`config.mk`:
```
export PLATFORM = sky130hd
export DESIGN_NAME = run_sequencer
export DESIGN_NICKNAME = d
export VERILOG_FILES = /design/src/rtl/run_sequencer.sv
export SDC_FILE = /design/constraint.sdc
export NUM_CORES = 1
export LEC_CHECK = 0
export CAP_MARGIN = 40
export CORE_ASPECT_RATIO = 0.75
export CORE_MARGIN = 8
export CORE_UTILIZATION = 45
export CTS_CLUSTER_DIAMETER = 30
export CTS_CLUSTER_SIZE = 12
export DETAILED_ROUTE_END_ITERATION = 7
export PLACE_DENSITY = 0.75
export SYNTH_ARGS = -nofsm -noshare
export SYNTH_HDL_FRONTEND = slang
export SYNTH_SLANG_ARGS = --single-unit
```
`constraint.sdc`:
```
create_clock -name clk -period 1.8 [get_ports clk]
set_input_delay 0.36 -clock clk [delete_from_list [all_inputs] [get_ports clk]]
set_output_delay 0.36 -clock clk [all_outputs]
set_load 0.02 [all_outputs]
```
`src/rtl/run_sequencer.sv`:
```
// rtl/run_sequencer.sv - CPU reset/run controller: reset pulse, run timing, halt capture, run repeat
module run_sequencer #(
    parameter int CNT_W       = 8,
    parameter int RST_CYCLES  = 2,
    parameter int RUN_CYCLES  = 30,
    parameter int NUM_RUNS    = 0,
    parameter int STOP_ON_HLT = 1
) (
    input  logic             clk,
    input  logic             rst,
    input  logic             hlt,
    output logic             cpu_rst,
    output logic [CNT_W-1:0] cycleNum,
    output logic             running,
    output logic             done,
    output logic             run_end,
    output logic             halted,
    output logic             timeout,
    output logic [CNT_W-1:0] hlt_cycle,
    output logic [7:0]       run_idx,
    output logic             cyc_wrap
);
    localparam int PH_MAX = (RST_CYCLES > RUN_CYCLES) ? RST_CYCLES : RUN_CYCLES;
    localparam int PH_W   = $clog2(PH_MAX + 1);
    localparam logic [PH_W-1:0] RST_LAST = PH_W'(RST_CYCLES - 1);
    localparam logic [PH_W-1:0] RUN_LAST = PH_W'(RUN_CYCLES - 1);

    typedef enum logic [1:0] {RST_PH, RUN, DONE} state_t;

    state_t          state;
    logic [PH_W-1:0] phase;

    logic       stop_hlt;
    logic       run_stop;
    logic [7:0] idx_next;
    logic       last_run;

    assign stop_hlt = hlt && (STOP_ON_HLT != 0);
    assign run_stop = stop_hlt || (phase == RUN_LAST);
    assign idx_next = (run_idx == 8'hff) ? run_idx : run_idx + 8'd1;
    assign last_run = (NUM_RUNS != 0) && (idx_next == 8'(NUM_RUNS));

    always_ff @(posedge clk) begin
        if (rst) begin
            state     <= RST_PH;
            phase     <= '0;
            cpu_rst   <= 1'b1;
            cycleNum  <= CNT_W'(1);
            running   <= 1'b0;
            done      <= 1'b0;
            run_end   <= 1'b0;
            halted    <= 1'b0;
            timeout   <= 1'b0;
            hlt_cycle <= '0;
            run_idx   <= 8'd0;
            cyc_wrap  <= 1'b0;
        end else begin
            case (state)
                RST_PH: begin
                    run_end <= 1'b0;
                    if (phase == RST_LAST) begin
                        // Per-run status from the previous run stays visible until the new run starts.
                        state     <= RUN;
                        phase     <= '0;
                        cpu_rst   <= 1'b0;
                        running   <= 1'b1;
                        cycleNum  <= CNT_W'(1);
                        halted    <= 1'b0;
                        hlt_cycle <= '0;
                        timeout   <= 1'b0;
                        cyc_wrap  <= 1'b0;
                    end else begin
                        phase <= phase + 1'b1;
                    end
                end
                RUN: begin
                    if (hlt && !halted) begin
                        halted    <= 1'b1;
                        hlt_cycle <= cycleNum;
                    end
                    if (run_stop) begin
                        run_end <= 1'b1;
                        run_idx <= idx_next;
                        timeout <= !stop_hlt;
                        phase   <= '0;
                        cpu_rst <= 1'b1;
                        running <= 1'b0;
                        if (last_run) begin
                            state <= DONE;
                            done  <= 1'b1;
                        end else begin
                            state    <= RST_PH;
                            cycleNum <= CNT_W'(1);
                        end
                    end else begin
                        cycleNum <= cycleNum + 1'b1;
                        phase    <= phase + 1'b1;
                        if (&cycleNum) cyc_wrap <= 1'b1;
                    end
                end
                DONE: begin
                    run_end <= 1'b0;
                end
                default: begin
                    state <= RST_PH;
                    phase <= '0;
                end
            endcase
        end
    end
endmodule

```
# Word level (Yosys, flattened, before mapping)
# Cells that the tools add are included.
# Widths: inputs -> output; s select.
[word_totals]
regBits = 37
inputBits = 3
elab_cells = 68
out_inout_bits = 31
[classes]
muxes = 26
eq_ne = 10
n_addsub = 3
bitwise_logic = 2
reduce_logical = 16
[ops]
columns = ["op", "count"]
rows = [
  ["$mux 8", 4],
  ["$pmux 8 s2", 2],
  ["$add 8x1->8 const B", 2],
  ["$pmux 5 s3", 1],
  ["$pmux 1 s2", 6],
  ["$reduce_and 3->1", 4],
  ["$mux 5", 2],
  ["$ne 2x2->1 const B", 5],
  ["$eq 8x8->1 const B", 1],
  ["$mux 1", 8],
  ["$reduce_and 8->1", 1],
  ["$pmux 2 s3", 1],
  ["$add 5x1->5 const B", 1],
  ["$eq 5x1->1 const B", 1],
  ["$eq 5x5->1 const B", 1],
  ["$mux 2", 2],
  ["$reduce_and 2->1", 2],
  ["$reduce_and 4->1", 1],
  ["$reduce_bool 2->1", 2],
  ["$eq 2x1->1 const B", 1],
  ["$eq 2x2->1 const B", 1],
  ["$logic_not 1->1", 2],
  ["$logic_not 2->1", 1],
  ["$not 1->1", 2],
  ["3 further kinds", 3],
]

# Longest topological paths before layout
[logic_depth]
depth_word = 4
ltp_mapped = 7
mapped_depth_nobuf = 6

# Worst setup path before layout
# OpenSTA, ideal clock, no wires.
[synth_timing]
path_type = "flip-flop to flip-flop"
startpoint = "register phase[1]"
endpoint = "register cycleNum[0]"
t_arrival_ns = 1.618
stages_incl_launch_ff = 8
setup_slack_ns = 0.063
setup_ns = 0.118
t_required_ns = 1.682
n_path_buf = 1
synth_period_minus_slack_ns = 1.737
cell_sequence = "dfxtp_1 inv_1 ha_1 a41o_1 and2_4 or3_1 buf_6 nand2b_4"
[synth_via]
elab_chain_cells = 4
word_cells_on_any_way = 7
[synth_lines]
columns = ["item", "line", "text"]
rows = [
  ["start, declared", "31", "logic [PH_W-1:0] phase;"],
  ["start signal, assigned", "73", "phase <= phase + 1'b1;"],
  ["start signal, assigned", "97", "phase <= phase + 1'b1;"],
  ["$eq 5x5->1", "39", "assign run_stop = stop_hlt || (phase == RUN_LAST);"],
  ["$logic_or 1x1->1", "39", ""],
  ["$mux 8", "81", "if (run_stop) begin"],
  ["$pmux 8 s2", "58", "case (state)"],
  ["end signal, assigned", "96", "cycleNum <= cycleNum + 1'b1;"],
  ["end, declared", "13", "output logic [CNT_W-1:0] cycleNum,"],
]
# Several ways; a longest one is shown, not always the timed one.
# A chain may end at the register's enable or synchronous reset.

# Final worst setup path
[layout_timing]
startpoint = "register run_idx[4]"
endpoint = "output port run_idx[4]"
[layout_rtl]
columns = ["item", "line", "text"]
rows = [
  ["start, declared", "20", "output logic [7:0] run_idx,"],
  ["start signal, assigned", "83", "run_idx <= idx_next;"],
]
# No word-level cell between the ends.

==> reports/results.tsv <==
stage	metric	value	unit
cts	TritonCTS clock tree	yes	
cts	clk buf depth	2	
drt	Iter 0 DRT Violations	114	
placed_design	DP HPWL	2.95	mm
setup_path	endpoint class of the critical path	output pin	
global_route	GRT Overall Usage	14.9	%
placed_design	final RePlAce weighted congestion	0.846	
placed_design	IO buf count	32	
global_route	pin count of the biggest net entering global routing	28	
sta	final slew viol count	0	
synthesis	most common cell in the synthesized netlist	dfxtp_1	
synthesis	ys flop type	dfxtp_1	
cts	H-tree lvl count	2	
drt	# DRC	0	
synthesis	Yosys top cell by area	dfxtp_1	
status	outcome	completed	
finish	area grow syn2layout	36.0	%
cts	CTS Hold Bufs	0	
synthesis	top post-synthesis cells by area	dfxtp_1, nand3_1, a21oi_1, nor2_1, nand2_1	
drt	First-pass DRT Iterations	4	
setup_path	Crit Path Class	reg2out	
die	Die X	84.4	µm
setup_path	CP cell instances	clkdlybuf4s50_1	
setup_path	Crit path max-delay family	buffers and inverters	
power_and_ir_drop	peak supply drop	0.602	mV
global_route	vias in the first global route	1463	
power_and_ir_drop	overall power	2.16	mW
flow_run	max cap viols	0	
die	Std-Cell Rows	18	
synthesis	Yosys cell types	39	
finish	filler instances	266	
die	Die Footprint	0.00568	mm²
synthesis	Post-synth top cells	dfxtp_1, nor2_1, nand3_1	
power_and_ir_drop	pwr dens	1010	mW/mm²
setup_path	critical path's slowest cell	clkdlybuf4s50_1	
setup_path	crit path buf inv count	1	
global_route	initial antenna violation count	0	
synthesis	Syn Nets	185	
synthesis	number of synthesized register bits	35	
synthesis	Syn Area/Cell	8.86	µm²
finish	Ant. Diodes	0	
setup_path	CP required	1440	ps
die	CORE AREA	0.00333	mm²
sta	crit path time final	1730	ps
synthesis	top cell type's share of synthesized area	44.4	%
die	I/O pin count	34	
sta	fmax	579	MHz
cts	clk root buf	clkbuf_8	
drt	Vias/cell	5.68	
global_route	global route total overflow	0	
sta	Clock Skews	6.01	ps
sta	Final Setup Violations	0	
drt	Antenna Nets Post-Route	0	
global_route	first-pass GRT wire length	6.72	mm
cts	worst skew pair latency	290	ps
finish	area of the multi-input gates	818	µm²
synthesis	synthesis warning total	0	
synthesis	Async S/R FF share, synth	0	%
drt	Total Wirelength	4.04	mm
finish	sequential cell area	703	µm²
die	die height	67.3	µm
setup_path	biggest cell delay along the critical path	650	ps
min_path	hold crit path type	reg2reg	
sta	period utilisation layout	96.0	%
sta	Final Hold Fails	0	
finish	Final nets	229	
synthesis	Mapped Area	0.00158	mm²
cts	Sink Count	35	
die	initial core utilization	47.3	%
cts	clock-pin slew of the registers on the worst-case setup and hold paths	80	ps
sta	RSZ-0062 raised after global routing	false	
synthesis	EDFF count, synth	0	
setup_path	Worst setup SP type	flop	
cts	total CTS buffers	5	
synthesis	cells after synthesis	178	
drt	wire per inst	15.4	µm
power_and_ir_drop	Leakage	0.822	nW
synthesis	sequential area share after synthesis	44.4	%
sta	Final TNS setup	0	ps
setup_path	CP Max Fanout	6	
finish	layout cells sized above 1	14.8	%
drt	vias post-DR	1495	
setup_path	worst path arrival time	1370	ps
==> final cells by class <==
| type | instances | share of cell area [%] |
|---|---|---|
| clock buffer | 5 | 3.21 |
| inverter | 2 | 0.350 |
| sequential | 35 | 32.8 |
| multi-input combinational | 131 | 38.1 |
| timing repair buffer | 47 | 21.2 |
| clock inverter | 3 | 2.04 |
| tap | 40 | 2.33 |
==> cells by family after synthesis <==
logic type / share of synthesized area [%]
other: 0.238
xor gates and xnor gates: 3.33
muxes: 1.27
AOI/OAI and AO/OA: 17.7
adders and majority gates: 3.17
DFF: 44.4
and+or+nand+nor: 25.6
buffers and inverters: 4.28
==> metrics by stage <==
step	worst slack (ps)	util [%]	std cells	hold slack (ps)	area, µm²
6_report	72.5	64.4	263	448	2150
5_1_grt	0.991	64.4	263	477	2150
4_1_cts	1.54	63.6	262	476	2120
3_5_place_dp	-141	60.2	254	466	2010
3_3_place_gp	-66.9	60.2	254	443	2010
2_1_floorplan	63.1	-	178	434	1580
==> power by group <==
part / total [mW] / internal (mW) / switching [mW] / leakage, nW
Clock: 0.715 / 0.412 / 0.303 / 0.0581
Sequential: 0.888 / 0.830 / 0.0577 / 0.284
Combinational: 0.560 / 0.260 / 0.300 / 0.480
==> worst paths after layout <==
check | start | endpoint | slack [ps] | depth (start not counted)
setup / recovery | run_idx[4]$_SDFFE_PP0P_ | run_idx[4] | 70 | 1
hold / removal | phase[0]$_SDFF_PP0_ | phase[0]$_SDFF_PP0_ | 450 | 1
setup reg to reg | phase[1]$_SDFF_PP0_ | phase[3]$_SDFF_PP0_ | 80 | 7
hold reg to reg | phase[0]$_SDFF_PP0_ | phase[0]$_SDFF_PP0_ | 450 | 1
==> flip-flops by register name (all words and copies together) (netlist names) <==
signal,cells
cpu_rst,1
run_idx,8
running,1
cycleNum,8
hlt_cycle,8
halted,1
run_end,1
phase,5
timeout,1
cyc_wrap,1
==> repair_timing <==
item / CTS / global route
cloned: 0 / 0
gates resized for setup: 2 / 7
endpoints found under the setup margin: 3 / 23
buffers inserted: 0 / 1
==> cell usage in the layout (no fill, tap or decap), types with 3 or more instances in the layout <==
| cell | count |
|---|---|
| o21ai_0 | 8 |
| dfxtp_1 | 33 |
| clkbuf_8 | 5 |
| buf_4 | 14 |
| nor2_1 | 20 |
| a311oi_1 | 5 |
| nand3_1 | 16 |
| nor2b_1 | 3 |
| or3_1 | 4 |
| a41oi_1 | 6 |
| a21oi_1 | 15 |
| clkdlybuf4s50_1 | 27 |
| ha_1 | 3 |
| nand2_1 | 14 |
| dlymetal6s2s_1 | 4 |
| nand2b_1 | 3 |
| xor2_1 | 4 |
==> routing by layer <==
metal  routed length (µm)  vias to the layer above  GRT usage (%)
li1                     -                      726              -
met2                 1890                       61           26.2
met5                    0                        -              0
met3                  306                        2           6.42
met1                 1830                      706           16.1
met4                   15                        0           5.08
(Power assumes the default switching activity.)
